### config.mk
export PLATFORM = sky130hd
export DESIGN_NAME = pal_upload_flat
export DESIGN_NICKNAME = d
export VERILOG_FILES = /design/src/rtl/pal_upload_if.sv /design/src/rtl/pal_upload.sv /design/src/flat_wrapper.sv
export SDC_FILE = /design/constraint.sdc
export NUM_CORES = 1
export LEC_CHECK = 0
export CORE_ASPECT_RATIO = 1.75
export CORE_MARGIN = 2
export CORE_UTILIZATION = 50
export DETAILED_ROUTE_END_ITERATION = 6
export PLACE_DENSITY = 0.72
export SLEW_MARGIN = 20
export SYNTH_ARGS = -nofsm -noshare
export SYNTH_HDL_FRONTEND = slang
export SYNTH_SLANG_ARGS = --single-unit
### constraint.sdc
create_clock -name CLK_32M -period 5.4 [get_ports CLK_32M]
set_input_delay 0.81 -clock CLK_32M [delete_from_list [all_inputs] [get_ports CLK_32M]]
set_output_delay 0.81 -clock CLK_32M [all_outputs]
set_load 0.02 [all_outputs]
### src/rtl/pal_upload_if.sv
// Entry stream into the palette uploader: one packed 15-bit RGB colour plus
// its palette index per transfer, with a valid/ready handshake.
interface pal_upload_if;
    logic        IN_VALID;
    logic        IN_READY;
    logic [7:0]  IN_INDEX;
    logic [14:0] IN_RGB;

    modport master (output IN_VALID, output IN_INDEX, output IN_RGB, input IN_READY);
    modport slave  (input IN_VALID, input IN_INDEX, input IN_RGB, output IN_READY);
endinterface

### src/rtl/pal_upload.sv
// Palette RAM uploader: buffers RGB entries in a FIFO and writes each one as
// red/green/blue component writes on the chip's CPU port during blanking.
module pal_upload #(
    parameter int FIFO_DEPTH = 4
) (
    input  logic        CLK_32M,
    input  logic        RESET_N,
    pal_upload_if.slave in_if,
    input  logic        WINDOW,
    output logic        G,
    output logic        MWR,
    output logic [19:1] A,
    output logic [15:0] DOUT,
    output logic        BUSY,
    output logic [15:0] WR_COUNT
);
    localparam int AW = $clog2(FIFO_DEPTH);

    typedef enum logic [1:0] {
        ST_IDLE  = 2'd0,
        ST_SETUP = 2'd1,
        ST_WRITE = 2'd2
    } state_t;

    // FIFO entry layout: {index[7:0], rgb[14:0]}
    logic [22:0] fifo_mem_r [FIFO_DEPTH];
    logic [AW:0] wr_ptr_r;
    logic [AW:0] rd_ptr_r;
    logic        fifo_empty_s;
    logic        fifo_full_s;
    logic        push_s;
    logic        pop_s;
    logic [22:0] head_s;

    state_t      state_r;
    state_t      state_nx_s;
    logic [1:0]  comp_r;
    logic [1:0]  comp_nx_s;
    logic [22:0] ent_r;
    logic [22:0] ent_nx_s;
    logic        g_r;
    logic        g_nx_s;
    logic        mwr_r;
    logic        mwr_nx_s;
    logic [19:1] a_r;
    logic [19:1] a_nx_s;
    logic [15:0] dout_r;
    logic [15:0] dout_nx_s;
    logic [15:0] wr_count_r;
    logic [15:0] wr_count_nx_s;

    function automatic logic [19:1] addr_of(input logic [7:0] idx, input logic [1:0] comp);
        logic [19:1] addr;
        addr        = 19'd0;
        addr[8:1]   = idx;
        addr[11:10] = comp;
        return addr;
    endfunction

    function automatic logic [15:0] data_of(input logic [14:0] rgb, input logic [1:0] comp);
        logic [4:0] val;
        case (comp)
            2'd0:    val = rgb[4:0];
            2'd1:    val = rgb[9:5];
            2'd2:    val = rgb[14:10];
            default: val = 5'd0;
        endcase
        return {11'd0, val};
    endfunction

    assign fifo_empty_s    = (wr_ptr_r == rd_ptr_r);
    assign fifo_full_s     = (wr_ptr_r[AW-1:0] == rd_ptr_r[AW-1:0]) && (wr_ptr_r[AW] != rd_ptr_r[AW]);
    assign in_if.IN_READY  = RESET_N & ~fifo_full_s;
    assign push_s          = in_if.IN_VALID & in_if.IN_READY;
    assign head_s          = fifo_mem_r[rd_ptr_r[AW-1:0]];

    assign G        = g_r;
    assign MWR      = mwr_r;
    assign A        = a_r;
    assign DOUT     = dout_r;
    assign WR_COUNT = wr_count_r;
    assign BUSY     = ~fifo_empty_s | (state_r != ST_IDLE);

    // FIFO storage; push_s already excludes reset and the full case
    always_ff @(posedge CLK_32M) begin
        if (push_s) begin
            fifo_mem_r[wr_ptr_r[AW-1:0]] <= {in_if.IN_INDEX, in_if.IN_RGB};
        end
    end

    // FIFO pointers; the in-flight entry stays at the head until its blue write
    always_ff @(posedge CLK_32M) begin
        if (!RESET_N) begin
            wr_ptr_r <= '0;
            rd_ptr_r <= '0;
        end else begin
            if (push_s) begin
                wr_ptr_r <= wr_ptr_r + (AW+1)'(1);
            end
            if (pop_s) begin
                rd_ptr_r <= rd_ptr_r + (AW+1)'(1);
            end
        end
    end

    // Next state and next registered bus values; A/DOUT hold unless a SETUP begins
    always_comb begin
        state_nx_s    = state_r;
        comp_nx_s     = comp_r;
        ent_nx_s      = ent_r;
        g_nx_s        = 1'b0;
        mwr_nx_s      = 1'b0;
        a_nx_s        = a_r;
        dout_nx_s     = dout_r;
        wr_count_nx_s = wr_count_r;
        pop_s         = 1'b0;
        case (state_r)
            ST_IDLE: begin
                if (!fifo_empty_s && WINDOW) begin
                    state_nx_s = ST_SETUP;
                    comp_nx_s  = 2'd0;
                    ent_nx_s   = head_s;
                    g_nx_s     = 1'b1;
                    a_nx_s     = addr_of(head_s[22:15], 2'd0);
                    dout_nx_s  = data_of(head_s[14:0], 2'd0);
                end else begin
                    state_nx_s = ST_IDLE;
                end
            end
            ST_SETUP: begin
                state_nx_s = ST_WRITE;
                g_nx_s     = 1'b1;
                mwr_nx_s   = 1'b1;
            end
            ST_WRITE: begin
                if (comp_r != 2'd2) begin
                    state_nx_s = ST_SETUP;
                    comp_nx_s  = comp_r + 2'd1;
                    g_nx_s     = 1'b1;
                    a_nx_s     = addr_of(ent_r[22:15], comp_nx_s);
                    dout_nx_s  = data_of(ent_r[14:0], comp_nx_s);
                end else begin
                    state_nx_s    = ST_IDLE;
                    pop_s         = 1'b1;
                    wr_count_nx_s = wr_count_r + 16'd1;
                end
            end
            default: begin
                state_nx_s = ST_IDLE;
            end
        endcase
    end

    // State and output registers
    always_ff @(posedge CLK_32M) begin
        if (!RESET_N) begin
            state_r    <= ST_IDLE;
            comp_r     <= 2'd0;
            ent_r      <= 23'd0;
            g_r        <= 1'b0;
            mwr_r      <= 1'b0;
            a_r        <= 19'd0;
            dout_r     <= 16'd0;
            wr_count_r <= 16'd0;
        end else begin
            state_r    <= state_nx_s;
            comp_r     <= comp_nx_s;
            ent_r      <= ent_nx_s;
            g_r        <= g_nx_s;
            mwr_r      <= mwr_nx_s;
            a_r        <= a_nx_s;
            dout_r     <= dout_nx_s;
            wr_count_r <= wr_count_nx_s;
        end
    end
endmodule

### src/flat_wrapper.sv
// flat-port wrapper written by rule: the top's interface ports become plain ports
module pal_upload_flat 
#(
    parameter int FIFO_DEPTH = 4
)
  (CLK_32M, RESET_N, WINDOW, G, MWR, A, DOUT, BUSY, WR_COUNT, in_if_IN_VALID, in_if_IN_INDEX, in_if_IN_RGB, in_if_IN_READY);
  pal_upload_if in_if_i ();
  input  logic CLK_32M;
  input  logic RESET_N;
  input  logic WINDOW;
  output logic G;
  output logic MWR;
  output logic [19:1] A;
  output logic [15:0] DOUT;
  output logic BUSY;
  output logic [15:0] WR_COUNT;
  input wire logic [$bits(in_if_i.IN_VALID)-1:0] in_if_IN_VALID;
  input wire logic [$bits(in_if_i.IN_INDEX)-1:0] in_if_IN_INDEX;
  input wire logic [$bits(in_if_i.IN_RGB)-1:0] in_if_IN_RGB;
  output wire logic [$bits(in_if_i.IN_READY)-1:0] in_if_IN_READY;
  assign in_if_i.IN_VALID = in_if_IN_VALID;
  assign in_if_i.IN_INDEX = in_if_IN_INDEX;
  assign in_if_i.IN_RGB = in_if_IN_RGB;
  assign in_if_IN_READY = in_if_i.IN_READY;
  pal_upload #(.FIFO_DEPTH(FIFO_DEPTH)) u_core (.CLK_32M(CLK_32M), .RESET_N(RESET_N), .in_if(in_if_i), .WINDOW(WINDOW), .G(G), .MWR(MWR), .A(A), .DOUT(DOUT), .BUSY(BUSY), .WR_COUNT(WR_COUNT));
endmodule
Word level (Yosys, flattened, before mapping)

Memories as Yosys holds them, arrays and structs flattened. A register that Yosys moved wholly into a read port is not among the register bits.
Index checks and enable logic that the tools add are counted.
W data, S select, Z words.

Memory bits (writable): 92
Memories kept: 1
Word-level logic and storage cells: 64
Output and inout bits: 55
Flip-flop bits (word level): 86
Input port bits: 27

Reductions and logical operators: 10
Bitwise gates (word level): 6
Equality and inequality tests: 10
Multiplexer cells: 23
Add/subtract/negate cells: 4

Memories:

| name              | depth | bits a word | read ports | clocked after memory_dff | wr ports | RTL line         | source |
|---|---|---|---|---|---|---|---|
| u_core.fifo_mem_r | 4     | 23          | 1          | 1                        | 1        | pal_upload.sv:26 | `logic [22:0] fifo_mem_r [FIFO_DEPTH];` |

Operators by type and width:

| operator                | count |
|---|---|
| $mux W19                | 2 |
| $pmux W19 S2            | 1 |
| $mux W16                | 2 |
| $pmux W16 S2            | 1 |
| $add A16 B1 Y16 const B | 1 |
| $pmux W5 S3             | 1 |
| $mux W1                 | 9 |
| $mux W2                 | 4 |
| $add A3 B1 Y3 const B   | 2 |
| $pmux W2 S3             | 1 |
| $eq A2 B1 Y1 const B    | 2 |
| $eq A2 B2 Y1 const B    | 2 |
| $logic_not A2 Y1        | 2 |
| $ne A2 B1 Y1 const B    | 2 |
| $pmux W2 S2             | 1 |
| $reduce_and A2 Y1       | 2 |
| $reduce_bool A2 Y1      | 2 |
| $eq A3 B3 Y1            | 1 |
| $not A1 Y1              | 3 |
| $pmux W1 S3             | 1 |
| $reduce_and A3 Y1       | 1 |
| $add A2 B1 Y2 const B   | 1 |
| $and A1 B1 Y1           | 2 |
| $eq A2 B2 Y1            | 1 |
| other kinds (5)         | 6 |

Logic depth before layout (Yosys ltp)

Depth in word-level cells: 7
Gate-level depth with buffers: 8
Mapped depth without buffers: 6

Worst setup path after synthesis

OpenSTA, ideal clock, no wires.

Kind: register to register
From: register u_core.wr_ptr_r[0]
To: memory u_core.fifo_mem_r[1][0] (enable)
Buffers on the path: 0
Arrival: 1,970 ps
Required time: 5,018 ps
Setup time: 382 ps
Stages on the path, launching flop included: 5
Clock period less this slack: 2,352 ps
Slack: 3,048 ps
Cell sequence: dfxtp_1 -> xor2_1 -> nor3_1 -> nor2_1 -> and3_1

Longest elaborated chain between the ends: 7

Ends and longest elaborated chain:

| element                       | RTL line           | source |
|---|---|---|
| from (decl)                   | pal_upload.sv:27   | `logic [AW:0] wr_ptr_r;` |
| from (signal assigned)        | pal_upload.sv:98   | `wr_ptr_r <= wr_ptr_r + (AW+1)'(1);` |
| $eq A2 B2 Y1                  | pal_upload.sv:72   | `assign fifo_full_s = (wr_ptr_r[AW-1:0] == rd_ptr_r[AW-1:0]) && (wr_ptr_r[AW] != rd_ptr_r[AW]);` |
| $logic_and A1 B1 Y1           | pal_upload.sv:72   |  |
| $not A1 Y1                    | pal_upload.sv:73   | `assign in_if.IN_READY = RESET_N & ~fifo_full_s;` |
| $and A1 B1 Y1                 | pal_upload.sv:73   |  |
| via in_if_IN_READY            | flat_wrapper.sv:20 | `output wire logic [$bits(in_if_i.IN_READY)-1:0] in_if_IN_READY;` |
| $and A1 B1 Y1                 | pal_upload.sv:74   | `assign push_s = in_if.IN_VALID & in_if.IN_READY;` |
| $mux W1                       | pal_upload.sv:86   | `if (push_s) begin` |
| $mux W1 (not written as such) | pal_upload.sv:87   | `fifo_mem_r[wr_ptr_r[AW-1:0]] <= {in_if.IN_INDEX, in_if.IN_RGB};` |
| to (decl)                     | pal_upload.sv:26   |  |

The timed path passes the listed nets, and every way through them passes these cells.

Worst setup path in the final report

From: input RESET_N
To: output in_if_IN_READY

Longest elaborated chain between the ends: 1

Ends and longest elaborated chain:

| element       | RTL line           | source |
|---|---|---|
| from (decl)   | flat_wrapper.sv:9  | `input logic RESET_N;` |
| $and A1 B1 Y1 | pal_upload.sv:73   |  |
| to (decl)     | flat_wrapper.sv:20 |  |

Every way passes these cells.

==> metrics <==
Clock Path Buffers=2; clk_skew=0.00745 ns; dpl hpwl=8210 µm; Post-Route Setup TNS=0 ns; per-cell routed wire length=17.0 µm; placed insts=690; IO Count=82; area leader, netlist=edfxtp_1; cells along the critical path=clkdlybuf4s50_1 > inv_2 > nor2_1 > clkdlybuf4s50_1; cell-internal power=2.10 mW; Area growth, synth to finish=19.8%; most common cell in the netlist=edfxtp_1; Chip Width=89.2 µm; sequential share of the synthesized area=0.641; Fin. Hold Viols=0; pwr dens=359 nW/µm²; Crit Path Class=in2out; power share of the clock group=0.421; Synth cell types=45; Final #Nets=578; fin. max-slew vios=0; Worst Tran Pin Value=1.08 ns; RSZ-0062 raised after global routing=no; relative slew slack=0.281; Num CTS Buffers=17; core box area=12400 µm²; GRT Total Usage=0.196; Final WS setup=1.87 ns; Clock Latency Late Sink=0.42 ns; commonest cells in the netlist=edfxtp_1 (92), nand2_1 (79), dfxtp_1 (65); worst reg2reg endpoint=u_core.DOUT[1]; pin count of the biggest net entering global routing=52; die height=153 µm; routed via count=3928; fin area=7600 µm²; post-CTS setup buffers=0; drt first pass iters=4; Worst Reg2Reg Path Length in Cells=4; min-delay worst type=reg2reg; CP Launch Type=input pin; slowest cell delay on critical path=0.86 ns; routed wire length=12300 µm; cts hold-fix bufs=0; Buf/Inv on CP=3; Mean Syn Cell Area=13.2 µm²; cells after synthesis=479; Peak Freq=283 MHz; Post-Layout Cell Count=722; Setup crit start=RESET_N; sequential share of power=0.493; RD Place Congestion=0.791; r2r setup slk=2.91 ns; Net Switching=634 µW; initial antenna violation count=0; Syn. warnings=0; top cell type's share of synthesized area=0.435; CTS tree=yes; total grt overflow=0; Post-CTS Resized=0; clock-pin slew on the worst setup and hold paths=0.06 ns; placed cell area=7030 µm²; Core Rows=54; Worst EP required=4.59 ns; Post-Place Worst Slack=1.86 ns; initial core utilization=0.510; WP depth=4; RR Startpoint=u_core.wr_ptr_r[0]; Tcrit/Tclk final=0.654; Yosys reg bits=157; first-pass GRT wire length=20300 µm; DR iter-0 viols=238; Residual DRC=0; crit-path max FO=14; crit-path leading delay family=buffers and inverters; Max VDD drop=237 µV; die area=13600 µm²; Area contributors post-synth=edfxtp_1 (44%), dfxtp_1 (21%), mux4_2 (8.2%); layout cells sized above 1=0.126; hold slack final=0.455 ns; status=finished clean; CP max-delay cell=clkdlybuf4s50_1; CP most frequent cell=clkdlybuf4s50_1; vias in the first global route=4044; Netlist Area Pre-Place=6340 µm²; Critical Path End=in_if_IN_READY; crit end category=primary output; max_cap viols=0; root buffer cell=clkbuf_16; Finish-stage setup viols=0; IO buf count=61; Leakage=2.67 nW; Sink Count=157; H-tree levels=4; Antenna Cells=0; post-route minimum period=3.53 ns; Gate power share=0.086; via-per-instance ratio=5.44; Post-synth top flop=edfxtp_1; crit path DAT=2.72 ns; Final ANT Viol Nets=0; Async S/R FF share, synth=0; EDFF count, synth=92; Sw Share=0.232
## logic make-up after synthesis
kind of cell	count (synthesis)	share of synthesized area
AO/OA/AOI/OAI	76	0.0785
XOR/XNOR	17	0.0235
adder cells (fa/ha/maj)	10	0.0197
buffers and inverters	51	0.0459
flip-flops	157	0.641
multiplexers	26	0.0864
other	1	0.000591
AND/OR/NAND/NOR	141	0.105
## metal layers
layer,up-vias,track usage,wire length [µm]
met5,-,0,0
met4,0,0.0711,225
met3,18,0.0518,532
met2,113,0.348,6880
met1,1935,0.220,4650
li1,1862,-,-
## how the worst min path moves through the flow
| stage | from | to | slack, ns | cells after the start |
|---|---|---|---|---|
| floorplan | u_core.ent_r[10] | u_core.ent_r[10] | 0.44 | 2 |
| global placement | u_core.ent_r[21] | u_core.ent_r[21] | 0.44 | 2 |
| detailed placement | u_core.ent_r[17] | u_core.ent_r[17] | 0.45 | 2 |
| CTS | u_core.ent_r[17] | u_core.ent_r[17] | 0.46 | 2 |
| global route | u_core.ent_r[0] | u_core.ent_r[0] | 0.49 | 2 |
| finish | u_core.ent_r[17] | u_core.ent_r[17] | 0.46 | 2 |
## area by class of cell
type / instances / area [µm²]
repair buffers: 68 / 663
inverters: 7 / 26.3
multi-input cells: 290 / 2060
clock buffers: 19 / 433
fillers: 1014 / 4830
clock inverters: 13 / 139
flip-flops and latches: 157 / 4070
well taps: 168 / 210
## worst register-to-register path, delay by kind of cell, from the launching register on
kind	cells	cell delay (ns)
xor+xnor	1	0.58
flops	1	0.41
compound gates	3	1.39
## metrics by stage
stage | util | total power [mW]
5_1_grt | 0.611 | 2.82
3_3_place_gp | 0.565 | 1.60
3_5_place_dp | 0.565 | 1.61
2_1_floorplan | - | 1.52
4_1_cts | 0.611 | 2.75
6_report | 0.611 | 2.73
## power by group through the flow
| stage | registers (mW) | clock network [mW] | logic, mW |
|---|---|---|---|
| detailed placement | 1.37 | 0 | 0.234 |
| floorplan | 1.38 | 0 | 0.135 |
| CTS | 1.35 | 1.16 | 0.235 |
| global route | 1.35 | 1.21 | 0.257 |
| global placement | 1.37 | 0 | 0.228 |
| finish | 1.35 | 1.15 | 0.234 |
## cells in the final DEF (no fill, tap or decap), types with 4 or more instances in the layout
master,n
a21oi_1,31
a221oi_1,5
a222oi_1,5
a31oi_1,10
and3_1,4
buf_4,7
clkbuf_16,17
clkdlybuf4s50_1,61
conb_1,20
dfxtp_1,64
edfxtp_1,92
ha_1,10
inv_1,6
mux4_2,23
nand2_1,79
nand2b_1,4
nand3_1,12
nor2_1,19
nor3_1,5
o21a_1,5
o21ai_0,4
o31ai_1,9
or3_1,4
xnor2_1,5
xor2_1,12
## registers in the layout (all words and copies together), names as in the netlist, 3 cells and up, named ones only
name	cells
u_core.fifo_mem_r	92
u_core.wr_ptr_r	3
u_core.ent_r	23
u_core.WR_COUNT	16
u_core.A	9
u_core.rd_ptr_r	3
u_core.DOUT	5
Note: power is estimated with default switching activity, not from simulation.
